<file path="config.mk">
export PLATFORM = sky130hd
export DESIGN_NAME = sketch_counter_update
export DESIGN_NICKNAME = d
export VERILOG_FILES = /design/src/rtl/sketch_counter_update_pkg.sv /design/src/rtl/fallthrough_small_fifo.sv /design/src/rtl/sketch_counter_update.sv
export SDC_FILE = /design/constraint.sdc
export NUM_CORES = 1
export LEC_CHECK = 0
export CORE_AREA = 2 2 203 165
export DETAILED_ROUTE_END_ITERATION = 10
export DIE_AREA = 0 0 205 167
export PLACE_DENSITY_LB_ADDON = 0.2
export SLEW_MARGIN = 20
export SYNTH_ARGS = -nofsm -noshare
export SYNTH_HDL_FRONTEND = slang
export SYNTH_SLANG_ARGS = --single-unit
</file>
<file path="constraint.sdc">
create_clock -name clk -period 4.98 [get_ports clk]
set_input_delay 0.996 -clock clk [delete_from_list [all_inputs] [get_ports clk]]
set_output_delay 0.996 -clock clk [all_outputs]
set_load 0.02 [all_outputs]
</file>
<file path="src/rtl/sketch_counter_update_pkg.sv">
// Shared encodings for the sketch counter read-modify-write engine.
// Latency: n/a (types and constants only).
// Backpressure: n/a.
// Contents: update function codes, engine FSM states, counter field width.
package sketch_counter_update_pkg;

  localparam int COUNTER_WIDTH = 32;
  localparam int FUNC_WIDTH    = 2;

  typedef enum logic [FUNC_WIDTH-1:0] {
    FUNC_ADD = 2'd0,
    FUNC_MAX = 2'd1,
    FUNC_SET = 2'd2,
    FUNC_INC = 2'd3
  } func_t;

  typedef enum logic [1:0] {
    ST_IDLE    = 2'd0,
    ST_RD_REQ  = 2'd1,
    ST_RD_WAIT = 2'd2,
    ST_WR_REQ  = 2'd3
  } state_t;

endpackage

</file>
<file path="src/rtl/fallthrough_small_fifo.sv">
// Small first-word-fall-through FIFO: head entry is visible on dout whenever !empty.
// Latency: a word written in cycle t is visible on dout in cycle t+1.
// Backpressure: full flags no space; a write while full is taken only when a read happens in the same cycle.
// Ports: clk/reset (sync, active-high); din/wr_en write side; dout/rd_en read side; full/empty status.
module fallthrough_small_fifo #(
  parameter int WIDTH          = 72,
  parameter int MAX_DEPTH_BITS = 3
) (
  input  logic             clk,
  input  logic             reset,
  input  logic [WIDTH-1:0] din,
  input  logic             wr_en,
  input  logic             rd_en,
  output logic [WIDTH-1:0] dout,
  output logic             full,
  output logic             empty
);

  localparam int DEPTH = 1 << MAX_DEPTH_BITS;

  logic [WIDTH-1:0]          mem [DEPTH];
  logic [MAX_DEPTH_BITS-1:0] wr_ptr;
  logic [MAX_DEPTH_BITS-1:0] rd_ptr;
  logic [MAX_DEPTH_BITS:0]   depth;
  logic                      do_wr;
  logic                      do_rd;

  assign empty = (depth == '0);
  assign full  = (depth == (MAX_DEPTH_BITS+1)'(DEPTH));
  assign dout  = mem[rd_ptr];

  // A read frees its slot in the same cycle, so a write into a full FIFO is safe then.
  assign do_rd = rd_en && !empty;
  assign do_wr = wr_en && (!full || do_rd);

  always_ff @(posedge clk) begin
    if (do_wr) begin
      mem[wr_ptr] <= din;
    end
  end

  always_ff @(posedge clk) begin
    if (reset) begin
      wr_ptr <= '0;
      rd_ptr <= '0;
      depth  <= '0;
    end else begin
      if (do_wr) begin
        wr_ptr <= wr_ptr + 1'b1;
      end
      if (do_rd) begin
        rd_ptr <= rd_ptr + 1'b1;
      end
      case ({do_wr, do_rd})
        2'b10:   depth <= depth + 1'b1;
        2'b01:   depth <= depth - 1'b1;
        default: depth <= depth;
      endcase
    end
  end

endmodule

</file>
<file path="src/rtl/sketch_counter_update.sv">
// Queued read-modify-write engine for 32-bit counters held in 36-bit SRAM words.
// Latency: push into an idle engine -> read request 2 cycles later; write request 1 cycle after read data.
// Backpressure: req_rdy = !queue_full; sram_req held until sram_ack, one SRAM access outstanding at a time.
// Ports: clk/reset (sync, active-high); req_vld/req_rdy/req_addr/req_func/req_value update request;
//        sram_req/sram_ack/sram_rd_wr_L/sram_addr/sram_wr_data/sram_rd_data/sram_rd_vld SRAM port;
//        busy, num_updates, num_saturated status for software.
module sketch_counter_update
  import sketch_counter_update_pkg::*;
#(
  parameter int SRAM_ADDR_WIDTH = 19,
  parameter int SRAM_DATA_WIDTH = 36,
  parameter int FIFO_DEPTH_BITS = 2
) (
  input  logic                       clk,
  input  logic                       reset,
  input  logic                       req_vld,
  output logic                       req_rdy,
  input  logic [SRAM_ADDR_WIDTH-1:0] req_addr,
  input  logic [1:0]                 req_func,
  input  logic [31:0]                req_value,
  output logic                       sram_req,
  input  logic                       sram_ack,
  output logic                       sram_rd_wr_L,
  output logic [SRAM_ADDR_WIDTH-1:0] sram_addr,
  output logic [SRAM_DATA_WIDTH-1:0] sram_wr_data,
  input  logic [SRAM_DATA_WIDTH-1:0] sram_rd_data,
  input  logic                       sram_rd_vld,
  output logic                       busy,
  output logic [31:0]                num_updates,
  output logic [31:0]                num_saturated
);

  localparam int QW = SRAM_ADDR_WIDTH + FUNC_WIDTH + COUNTER_WIDTH;

  // Request queue: {addr, func, value}
  logic [QW-1:0] fifo_din;
  logic [QW-1:0] fifo_dout;
  logic          fifo_push;
  logic          fifo_pop;
  logic          fifo_full;
  logic          fifo_empty;

  state_t                   state;
  func_t                    work_func;
  logic [COUNTER_WIDTH-1:0] work_value;

  logic [COUNTER_WIDTH-1:0] old_cnt;
  logic [COUNTER_WIDTH-1:0] operand;
  logic [COUNTER_WIDTH:0]   alu_sum;
  logic [COUNTER_WIDTH-1:0] alu_result;
  logic                     alu_sat;
  logic                     rd_data_unused;

  assign req_rdy   = !fifo_full;
  assign fifo_push = req_vld && req_rdy;
  assign fifo_din  = {req_addr, req_func, req_value};
  assign fifo_pop  = (state == ST_IDLE) && !fifo_empty;
  assign busy      = (state != ST_IDLE) || !fifo_empty;

  fallthrough_small_fifo #(
    .WIDTH          (QW),
    .MAX_DEPTH_BITS (FIFO_DEPTH_BITS)
  ) u_req_fifo (
    .clk   (clk),
    .reset (reset),
    .din   (fifo_din),
    .wr_en (fifo_push),
    .rd_en (fifo_pop),
    .dout  (fifo_dout),
    .full  (fifo_full),
    .empty (fifo_empty)
  );

  // The tag bits above the counter field are rewritten as zero, never merged.
  assign old_cnt        = sram_rd_data[COUNTER_WIDTH-1:0];
  assign rd_data_unused = ^sram_rd_data[SRAM_DATA_WIDTH-1:COUNTER_WIDTH];

  always_comb begin
    operand    = (work_func == FUNC_INC) ? COUNTER_WIDTH'(1) : work_value;
    alu_sum    = {1'b0, old_cnt} + {1'b0, operand};
    alu_sat    = 1'b0;
    alu_result = work_value;
    case (work_func)
      FUNC_ADD, FUNC_INC: begin
        alu_sat    = alu_sum[COUNTER_WIDTH];
        alu_result = alu_sum[COUNTER_WIDTH] ? '1 : alu_sum[COUNTER_WIDTH-1:0];
      end
      FUNC_MAX: alu_result = (old_cnt > work_value) ? old_cnt : work_value;
      default:  alu_result = work_value;
    endcase
  end

  // sram_addr doubles as the work-register address: it is loaded at pop and
  // held through both accesses, which keeps it stable while sram_req is high.
  always_ff @(posedge clk) begin
    if (reset) begin
      state         <= ST_IDLE;
      sram_req      <= 1'b0;
      sram_rd_wr_L  <= 1'b1;
      sram_addr     <= '0;
      sram_wr_data  <= '0;
      work_func     <= FUNC_ADD;
      work_value    <= '0;
      num_updates   <= '0;
      num_saturated <= '0;
    end else begin
      case (state)
        ST_IDLE: begin
          if (!fifo_empty) begin
            sram_addr    <= fifo_dout[QW-1 -: SRAM_ADDR_WIDTH];
            work_func    <= func_t'(fifo_dout[COUNTER_WIDTH +: FUNC_WIDTH]);
            work_value   <= fifo_dout[COUNTER_WIDTH-1:0];
            sram_req     <= 1'b1;
            sram_rd_wr_L <= 1'b1;
            state        <= ST_RD_REQ;
          end
        end
        ST_RD_REQ: begin
          if (sram_ack) begin
            sram_req <= 1'b0;
            state    <= ST_RD_WAIT;
          end
        end
        ST_RD_WAIT: begin
          if (sram_rd_vld) begin
            sram_wr_data <= {{(SRAM_DATA_WIDTH-COUNTER_WIDTH){1'b0}}, alu_result};
            sram_req     <= 1'b1;
            sram_rd_wr_L <= 1'b0;
            if (alu_sat) begin
              num_saturated <= num_saturated + 32'd1;
            end
            state <= ST_WR_REQ;
          end
        end
        ST_WR_REQ: begin
          if (sram_ack) begin
            sram_req     <= 1'b0;
            sram_rd_wr_L <= 1'b1;
            num_updates  <= num_updates + 32'd1;
            state        <= ST_IDLE;
          end
        end
        default: state <= ST_IDLE;
      endcase
    end
  end

endmodule

</file>
==> load_flow_metrics.sql <==
INSERT INTO impl_metrics (metric_group, metric, value, unit) VALUES
('clock_network', 'cts_htree_levels', '2', ''),
('yosys', 'synth.largest_area_cell', 'sky130_fd_sc_hd__edfxtp_1', ''),
('clock_network', 'cts_hold_repair.buffers', '0', ''),
('yosys', 'ys_top_cells_by_count', '212 x sky130_fd_sc_hd__edfxtp_1, 170 x sky130_fd_sc_hd__nand2_1, 160 x sky130_fd_sc_hd__dfxtp_1, 141 x sky130_fd_sc_hd__a21oi_1, 137 x sky130_fd_sc_hd__nor2_1', ''),
('setup_path', 'worstPathArrival', '4.67', 'ns'),
('global_routing', 'pin_count_of_the_biggest_net_entering_global_routing', '150', ''),
('setup_path', 'crit_path_cell_trace', 'ha_1, buf_4, nor2_1, fa_1, a211oi_1, nor3_1, o21bai_1, a21oi_1, or3_1, a41o_1, buf_12, a21oi_2, o21ai_1, a21o_1', ''),
('job', 'max_capacitance_violation_count', '0', ''),
('sta', 'max_slew_margin', '0.4276', ''),
('clock_network', 'cts.root.buffer_cell', 'sky130_fd_sc_hd__clkbuf_16', ''),
('worst_hold_path', 'holdCritPathClass', 'register to register', ''),
('yosys', 'ys_top_cells_by_area', 'sky130_fd_sc_hd__edfxtp_1 36%, sky130_fd_sc_hd__dfxtp_1 18%, sky130_fd_sc_hd__mux4_2 6.8%, sky130_fd_sc_hd__ha_1 5.6%, sky130_fd_sc_hd__a21oi_1 4.0%', ''),
('clock_network', 'clk_latency', '0.56', 'ns'),
('clock_network', 'tritoncts', 'built', ''),
('yosys', 'post_synth_edffs', '212', ''),
('yosys', 'synth.avg_cell_area', '11.27', 'um^2'),
('setup_path', 'startpoint_type', 'register', ''),
('setup_path', 'worst-path-max-fanout', '32', ''),
('sta', 'setup_repair_after_global_routing_missed_its_margin', 'no', ''),
('route', 'ant_nets', '0', ''),
('clock_network', 'cts_num_sinks', '372', ''),
('yosys', 'netlist-cell-type-count', '70', ''),
('setup_path', 'critical-path-top-delay-family', 'compound AO/OA/AOI/OAI gates', ''),
('setup_path', 'required', '5.42', 'ns'),
('yosys', 'syn_area', '17510', 'um^2'),
('global_routing', 'number_of_global_route_vias_before_repair', '12280', ''),
('finish', 'area_growth_syn_to_layout', '21.43', '%'),
('sta', 'max_slew.worst_pin.slew', '0.8585', 'ns'),
('route', 'totalWireLength', '43090', 'um'),
('route', 'detailed_routed_wire_length_on_met2', '19000', 'um'),
('floorplan', 'die-width', '205', 'um'),
('floorplan', 'floorplan.initialDensity', '0.5441', ''),
('sta', 'final.setup_skew', '0.02914', 'ns'),
('floorplan', 'num_rows', '59', ''),
('floorplan', 'design.die.area', '34240', 'um^2'),
('yosys', 'postSynth.asyncResetShare', '0', ''),
('yosys', 'synth_top_area_frac', '0.3635', ''),
('floorplan', 'die_y', '167', 'um'),
('placement', 'globalplace.congestion', '0.9125', ''),
('finish', 'share_of_post_route_cells_with_drive_strength_above_1', '0.09235', ''),
('sta', 'setup_total_negative_slack', '0', 'ns'),
('clock_network', 'cts-buffers-inserted', '38', ''),
('global_routing', 'grt_util_all_layers', '0.2526', ''),
('setup_path', 'cp_slowest_cell', 'sky130_fd_sc_hd__fa_1', ''),
('clock_network', 'clock_path_buffers', '3', ''),
('placement', 'dpl.hpwl', '28540', 'um'),
('route', 'vias_per_cell', '5.793', ''),
('yosys', 'yosys.cell_count.top_type', 'sky130_fd_sc_hd__edfxtp_1', ''),
('finish', 'fin_area', '21260', 'um^2'),
('sta', 'setup_viol', '0', ''),
('route', 'drc_errors', '0', ''),
('route', 'drt_first_pass_iters', '5', ''),
('yosys', 'synth_seq_cells', '372', ''),
('run_status', 'run_status', 'completed', ''),
('setup_path', 'count_of_buffer_and_inverter_cells_on_the_critical_path', '2', ''),
('global_routing', 'grt_first_pass_wirelength', '67730', 'um'),
('floorplan', 'coreArea', '32190', 'um^2'),
('global_routing', 'initial_antenna_violation_count', '6', ''),
('clock_network', 'post_cts_resized', '0', ''),
('sta', 'slew_violations', '0', ''),
('setup_path', 'crit_type', 'register to register', ''),
('clock_network', 'cts_setup_buffers', '0', ''),
('route', 'routed-via-count', '12720', ''),
('route', 'met1Wirelength', '19810', 'um'),
('yosys', 'yosys_warnings', '0', ''),
('clock_network', 'clk_pin_slew', '0.06', 'ns'),
('setup_path', 'worst_setup_path_end_kind', 'register', ''),
('sta', 'finalCriticalPeriod', '4.227', 'ns'),
('global_routing', 'globalRoute.totalOverflow', '0', ''),
('finish', 'final_core_area_utilization', '0.6607', ''),
('power_and_ir_drop', 'power-per-cell-area', '520.4', 'nW/um^2');
==> sequential cells by signal, summed over array words and instances, names as in the netlist, 2 cells and up <==
register	cells
u_req_fifo.mem	212
u_req_fifo.rd_ptr	2
sram_addr	19
sram_wr_data	32
u_req_fifo.wr_ptr	2
num_updates	32
state	2
work_value	32
u_req_fifo.depth	3
num_saturated	32
work_func	2
==> final cells by class <==
type / count / area, um^2
Antenna cell: 3 / 7.507
Tap cell: 427 / 534.3
Multi-Input combinational cell: 1040 / 7380
Timing Repair Buffer: 224 / 2225
Fill cell: 2519 / 10920
Clock inverter: 19 / 260.3
Sequential cell: 372 / 9577
Clock buffer: 50 / 1056
Inverter: 60 / 225.2
==> cell usage in the layout (no fill, tap or decap), types with 6 or more instances in the layout <==
master,synthesis,routed
sky130_fd_sc_hd__edfxtp_1,212,212
sky130_fd_sc_hd__nor3_1,15,15
sky130_fd_sc_hd__ha_1,79,79
sky130_fd_sc_hd__xnor2_1,32,32
sky130_fd_sc_hd__inv_1,60,59
sky130_fd_sc_hd__dfxtp_1,160,158
sky130_fd_sc_hd__nand4_1,30,30
sky130_fd_sc_hd__mux4_2,53,53
sky130_fd_sc_hd__o211ai_1,6,6
sky130_fd_sc_hd__a221oi_1,23,23
sky130_fd_sc_hd__and3_1,16,12
sky130_fd_sc_hd__o21ai_0,64,64
sky130_fd_sc_hd__a21oi_1,141,141
sky130_fd_sc_hd__clkdlybuf4s50_1,0,207
sky130_fd_sc_hd__mux2i_1,7,7
sky130_fd_sc_hd__mux2_2,12,12
sky130_fd_sc_hd__nor2_1,137,137
sky130_fd_sc_hd__xor2_1,50,50
sky130_fd_sc_hd__and2_1,12,12
sky130_fd_sc_hd__a31oi_1,7,7
sky130_fd_sc_hd__nor2b_1,10,10
sky130_fd_sc_hd__and4_1,8,8
sky130_fd_sc_hd__a211oi_1,18,18
sky130_fd_sc_hd__nand3_1,45,45
sky130_fd_sc_hd__clkbuf_16,0,38
sky130_fd_sc_hd__clkbuf_1,62,6
sky130_fd_sc_hd__nand2_1,170,170
sky130_fd_sc_hd__buf_4,4,15
sky130_fd_sc_hd__or3_1,8,8
sky130_fd_sc_hd__clkbuf_8,0,6
sky130_fd_sc_hd__a21o_1,23,23
==> through the flow <==
| step | cells | setup WS, ns | power (W) |
|---|---|---|---|
| global route | 2193 | 0.4814 | 0.01171 |
| floorplan | 1557 | 1.161 | 0.006836 |
| CTS | 2192 | 0.7717 | 0.01111 |
| global placement | 2123 | 0.2689 | 0.008060 |
| detailed placement | 2123 | 0.2748 | 0.008135 |
| finish | 2195 | 0.7526 | 0.01107 |
==> worst min-delay path: cells and delay by family, from the launching register on <==
kind | cells | cell delay (ns)
AO/OA/AOI/OAI | 1 | 0.05
flip-flops | 1 | 0.31
AND/OR/NAND/NOR | 1 | 0.05
==> final timing paths <==
kind / from / endpoint / slack [ns] / cells after the start
hold reg to reg: sram_addr[0]$_SDFFE_PP0P_ / sram_addr[0]$_SDFFE_PP0P_ / 0.45 / 2
hold / removal: sram_addr[0]$_SDFFE_PP0P_ / sram_addr[0]$_SDFFE_PP0P_ / 0.45 / 2
setup reg to reg: work_func[1]$_SDFFE_PP0P_ / sram_wr_data[26]$_SDFFE_PP0P_ / 0.75 / 14
setup / recovery: work_func[1]$_SDFFE_PP0P_ / sram_wr_data[26]$_SDFFE_PP0P_ / 0.75 / 14
==> cells by family (layout without fill, tap and decap cells) <==
group / count (synthesis) / after routing / share of synthesized area
AO/OA/AOI/OAI: 334 / 334 / 0.1180
adder cells (fa/ha/maj): 81 / 81 / 0.05873
AND/OR/NAND/NOR: 465 / 465 / 0.1203
XOR/XNOR: 82 / 82 / 0.04101
multiplexers: 74 / 74 / 0.08117
other: 1 / 7 / 0.0002141
flip-flops: 372 / 372 / 0.5464
buffers and inverters: 145 / 353 / 0.03408
==> routing by layer <==
| layer | track usage | vias to the layer above |
|---|---|---|
| met5 | 0 | - |
| met4 | 0.06881 | 6 |
| met3 | 0.05793 | 63 |
| met2 | 0.3793 | 425 |
| met1 | 0.3698 | 6148 |
| li1 | - | 6074 |
==> report_power, final <==
part	internal (W)	switching (W)	leakage, nW
logic	0.00166	0.00233	3.73
registers	0.00371	0.000407	3.25
clock network	0.00173	0.00122	0.637
total	0.00710	0.00396	7.61
(Power assumes the default switching activity.)
==> variant 1 (same settings) <==
Encoding of `state_t`: now one-hot (4 bits for 4 states).
--- a/src/rtl/sketch_counter_update_pkg.sv
+++ b/src/rtl/sketch_counter_update_pkg.sv
@@ -14,11 +14,11 @@
     FUNC_INC = 2'd3
   } func_t;
 
-  typedef enum logic [1:0] {
-    ST_IDLE    = 2'd0,
-    ST_RD_REQ  = 2'd1,
-    ST_RD_WAIT = 2'd2,
-    ST_WR_REQ  = 2'd3
+  typedef enum logic [3:0] {
+    ST_IDLE    = 4'b0001,
+    ST_RD_REQ  = 4'b0010,
+    ST_RD_WAIT = 4'b0100,
+    ST_WR_REQ  = 4'b1000
   } state_t;
 
 endpackage
Check against the original RTL: same outputs for any inputs over 4 cycles, from zero or initial values and one cycle with reset high; so few cycles prove little.
==> variant 1 against the original RTL <==
Total power is 5.7% lower; setup slack improved by 210 ps; count of clock-buffer cells in the layout is 3 higher; critical path depth shrank 1; routed wire length up 0.61%; area after synthesis is 1.1% higher; global-route usage increased by 0.17 points; final area grew 0.97%; sequential cell count grew 2; worst hold slack gained 9.8 ps; clock skew hardly changed; fmax increased by 5.3%; largest cell class unchanged; highest routed layer unchanged.
==> variant 1: results (changes against the original RTL) <==
* Status: finished clean
* Total routed wirelength at 43400 um (+0.61%)
* Max VDD drop at 0.000408 V (+23%)
* Aggregate global-route resource usage at 25.4% (+0.17 points)
* Highest-delay cell along the critical path: o31ai_2
* Initial antenna violation count at 4 (-2)
* Min-delay src: sram_addr[17]
* Post-DR vias/cell at 5.82 (+0.53%)
* Detailed-routing wirelength on met1 at 19900 um (+0.46%)
* Via count at 12970 (+2.0%)
* Minimum hold slack at 461 ps (+9.78 ps)
* GRT met2 Usage at 38.7% (+0.76 points)
* Clock Skews at 28.8 ps (-0.353 ps)
* Synth top area cells: edfxtp_1 36%, dfxtp_1 18%, mux4_2 6.7%, ha_1 5.2%, a21oi_1 4.9%
* Post-DP HPWL at 29300 um (+2.8%)
* Library cells used by synthesis at 75 (+7.1%)
* R2r setup slk at 970 ps (+210 ps)
* Syn Inst Count at 1578 (+1.5%)
* DR WL met2 at 19400 um (+1.9%)
* Largest net degree at the start of global routing at 65 (-57%)
* FF-to-FF End: num_saturated[12]
* Reg2Reg Depth at 13 (-1)
* Met3 usage in global routing at 5.15% (-0.65 points)
* # fillers at 2453 (-2.6%)
* Vias in the first global route at 12380 (+0.79%)
* Routability cong. at 0.921 (+0.95%)
* Placed Cells at 2155 (+1.5%)
* Crit path DAT at 4470 ps (-200 ps)
* Max-slew headroom at 42.9% (+0.10 points)
* Final nets at 1938 (+1.4%)
* CP max stage delay at 460 ps (-20 ps)
* Top post-synthesis cells by count: 212 x edfxtp_1, 189 x nand2_1, 173 x a21oi_1
* DRT iter0 DRCs at 939 (-18%)
* Met3 WL at 3180 um (-4.4%)
* Layout cells sized above 1 at 10.6% (+1.3 points)
* GR met1 Demand/Resource at 37.3% (+0.29 points)
* Post-synthesis sequential area ratio at 54.3% (-0.36 points)
* Worst-path fanout max at 24 (-25%)
[variant 1: changes by cell type after synthesis, moves of 6 or more]
| cell | before | now |
|---|---|---|
| a221oi_1 | 23 | 14 |
| and3_1 | 16 | 22 |
| nand3_1 | 45 | 29 |
| nand4_1 | 30 | 24 |
| nand2_1 | 170 | 189 |
| or3_1 | 8 | 21 |
| mux2_2 | 12 | 28 |
| a311oi_1 | 2 | 17 |
| nor2_1 | 137 | 124 |
| clkbuf_1 | 62 | 55 |
| a211oi_1 | 18 | 11 |
| a21oi_1 | 141 | 173 |
[variant 1: kinds of logic (layout without fill, tap and decap cells)]
| family | Yosys count | in the layout | synth area share (%) |
|---|---|---|---|
| and+or+nand+nor | 468 | 468 | 12.2 |
| other | 1 | 8 | 0.0212 |
| AOI/OAI and AO/OA | 354 | 354 | 12.2 |
| buffers and inverters | 143 | 358 | 3.37 |
| adders and majority gates | 76 | 76 | 5.46 |
| xor gates and xnor gates | 78 | 78 | 3.86 |
| muxes | 84 | 84 | 8.70 |
| DFF | 374 | 374 | 54.3 |
[variant 1: where the power goes]
part | leakage (nW) | internal [W] | switching [W]
logic | 3.63 | 0.00145 | 0.00202
registers | 3.26 | 0.00365 | 0.000335
clock network | 0.639 | 0.00178 | 0.00120
total | 7.52 | 0.00688 | 0.00355
[variant 1: layout make-up]
cell class              instances  area, sq um  share of cell area, %
flip-flops and latches        374         9610                   44.8
multi-input cells            1064         7520                   35.0
repair buffers                233         2270                   10.6
clock buffers                  53         1080                   5.02
well taps                     427          534                   2.49
clock inverters                15          234                   1.09
inverters                      57          214                  0.997
diodes                          4         10.0                 0.0466
[variant 1: tightest hold or removal path, stage by stage (launching register included)]
cell     delay (ps)
dfxtp_1         310
nand2_1          50
a21oi_1          50
==> variant 2 (same settings) <==
Made on the original files. Reset style: asynchronous (`reset`), changed in 2 clocked blocks.
--- a/src/rtl/fallthrough_small_fifo.sv
+++ b/src/rtl/fallthrough_small_fifo.sv
@@ -39,7 +39,7 @@
     end
   end
 
-  always_ff @(posedge clk) begin
+  always_ff @(posedge clk or posedge reset) begin
     if (reset) begin
       wr_ptr <= '0;
       rd_ptr <= '0;
--- a/src/rtl/sketch_counter_update.sv
+++ b/src/rtl/sketch_counter_update.sv
@@ -92,7 +92,7 @@
 
   // sram_addr doubles as the work-register address: it is loaded at pop and
   // held through both accesses, which keeps it stable while sram_req is high.
-  always_ff @(posedge clk) begin
+  always_ff @(posedge clk or posedge reset) begin
     if (reset) begin
       state         <= ST_IDLE;
       sram_req      <= 1'b0;
Function: differs if reset is asserted again (counterexample within 4 cycles, from zero or initial values and one cycle with reset high); with reset held inactive, the same outputs for 4 cycles.
==> variant 2 against the original RTL <==
Area after synthesis increased by 0.87%; total power increased by 19%; routed wire length decreased by 5.7%; sequential cell count unchanged; setup slack improved by 91 ps; final area increased by 0.49%; final cell count decreased by 9.2%; clock skew decreased by 15 ps; global-route usage decreased by 0.99 points; worst hold slack improved by 20 ps.
==> variant 2: results (changes against the original RTL) <==
* Status: finished clean
* Clock latency on the worst-skew pair at 530 ps (-30 ps)
* Max VDD drop at 0.000398 V (+19%)
* Hold path cells at 1 (-1)
* FF-to-FF End: num_saturated[23]
* Worst-path fanout max at 33 (+3.1%)
* Top post-synthesis cells by count: 212 x edfxtp_1, 159 x dfrtp_1, 106 x a21oi_1
* Max-slew headroom at 40.8% (-2.0 points)
* DRT iter0 DRCs at 738 (-35%)
* Initial antenna violation count at 4 (-2)
* Crit path DAT at 4550 ps (-120 ps)
* Largest net degree at the start of global routing at 96 (-36%)
* Synth top area cells: edfxtp_1 36%, dfrtp_1 23%, mux4_2 6.8%, ha_1 5.6%, mux2_2 4.0%
* Reg2Reg Depth at 13 (-1)
* Library cells used by synthesis at 75 (+7.1%)
* WL/cell at 20.4 um (+3.9%)
* Dpl ws at 553 ps (+278 ps)
* Reg2reg start: work_func[0]
* R2r setup slk at 840 ps (+90 ps)
* Post-synthesis sequential area ratio at 58.7% (+4.1 points)
* Total leakage power at 8.37 nW (+9.9%)
* Post-DP HPWL at 27500 um (-3.8%)
* Min-delay src: num_updates[31]
* Minimum hold slack at 471 ps (+19.7 ps)
* Aggregate global-route resource usage at 24.3% (-0.99 points)
* Vias in the first global route at 11596 (-5.6%)
* Hold Path End: num_updates[31]
* Post-DR vias/cell at 5.76 (-0.55%)
variant 2: changes by cell type in the layout (fill, tap and decap cells not counted), moves of 17 or more:
cell,delta
a21oi_1,-35
a221oi_1,-21
dfrtp_1,+157
dfxtp_1,-158
mux2_2,+50
nand2_1,-91
nand3_1,-17
nor2_1,-47
o21ai_0,-20
xnor2_1,+32
xor2_1,-20
variant 2: worst max path at each step:
stage | from | end | slack (ps) | cells past startpoint
after global routing | work_func[0] | num_saturated[23] | 640 | 13
after detailed placement | sram_rd_data[0] | num_saturated[23] | 550 | 12
after global placement | sram_rd_data[0] | num_saturated[23] | 570 | 12
after CTS | work_func[0] | num_saturated[23] | 830 | 13
after floorplan | sram_rd_data[0] | sram_wr_data[29] | 1530 | 12
final | work_func[0] | num_saturated[23] | 840 | 13
variant 2: area by class of cell:
cell class                      count  area, sq um
Multi-Input combinational cell    844         6840
Tap cell                          427          534
Sequential cell                   372        10400
Antenna cell                        3         7.51
Clock buffer                       55         1090
Timing Repair Buffer              220         2180
Clock inverter                     13          104
Inverter                           59          225
Fill cell                        2439        10800
variant 2: stage by stage:
stage | std cells | area (sq um)
2_1_floorplan | 1326 | 17700
3_3_place_gp | 1922 | 20200
3_5_place_dp | 1922 | 20200
4_1_cts | 1990 | 21400
5_1_grt | 1990 | 21400
6_report | 1993 | 21400
variant 2: kinds of logic after synthesis:
family                   Yosys count  synth area share (%)
XOR/XNOR                          94                  4.66
AND/OR/NAND/NOR                  302                  8.51
adder cells (fa/ha/maj)           81                  5.82
buffers and inverters            110                  2.73
AO/OA/AOI/OAI                    247                  8.78
other                              1                0.0212
multiplexers                     116                  10.8
flip-flops                       372                  58.7
variant 2: layer usage:
layer | global-route usage (%) | share of wire (%) | vias to the layer above | wire, um
li1 | - | - | 5368 | -
met1 | 35.5 | 45 | 5735 | 18500
met2 | 38.0 | 46 | 335 | 18800
met3 | 5.19 | 7.0 | 42 | 2830
met4 | 4.63 | 1.3 | 2 | 546
met5 | 0 | 0.032 | - | 13
variant 2: power by group:
group	switching [W]	internal, W	total, W	leakage (nW)
sequential	0.000589	0.00409	0.00468	3.94
clock	0.00118	0.00155	0.00273	0.591
combinational	0.00317	0.00260	0.00577	3.84
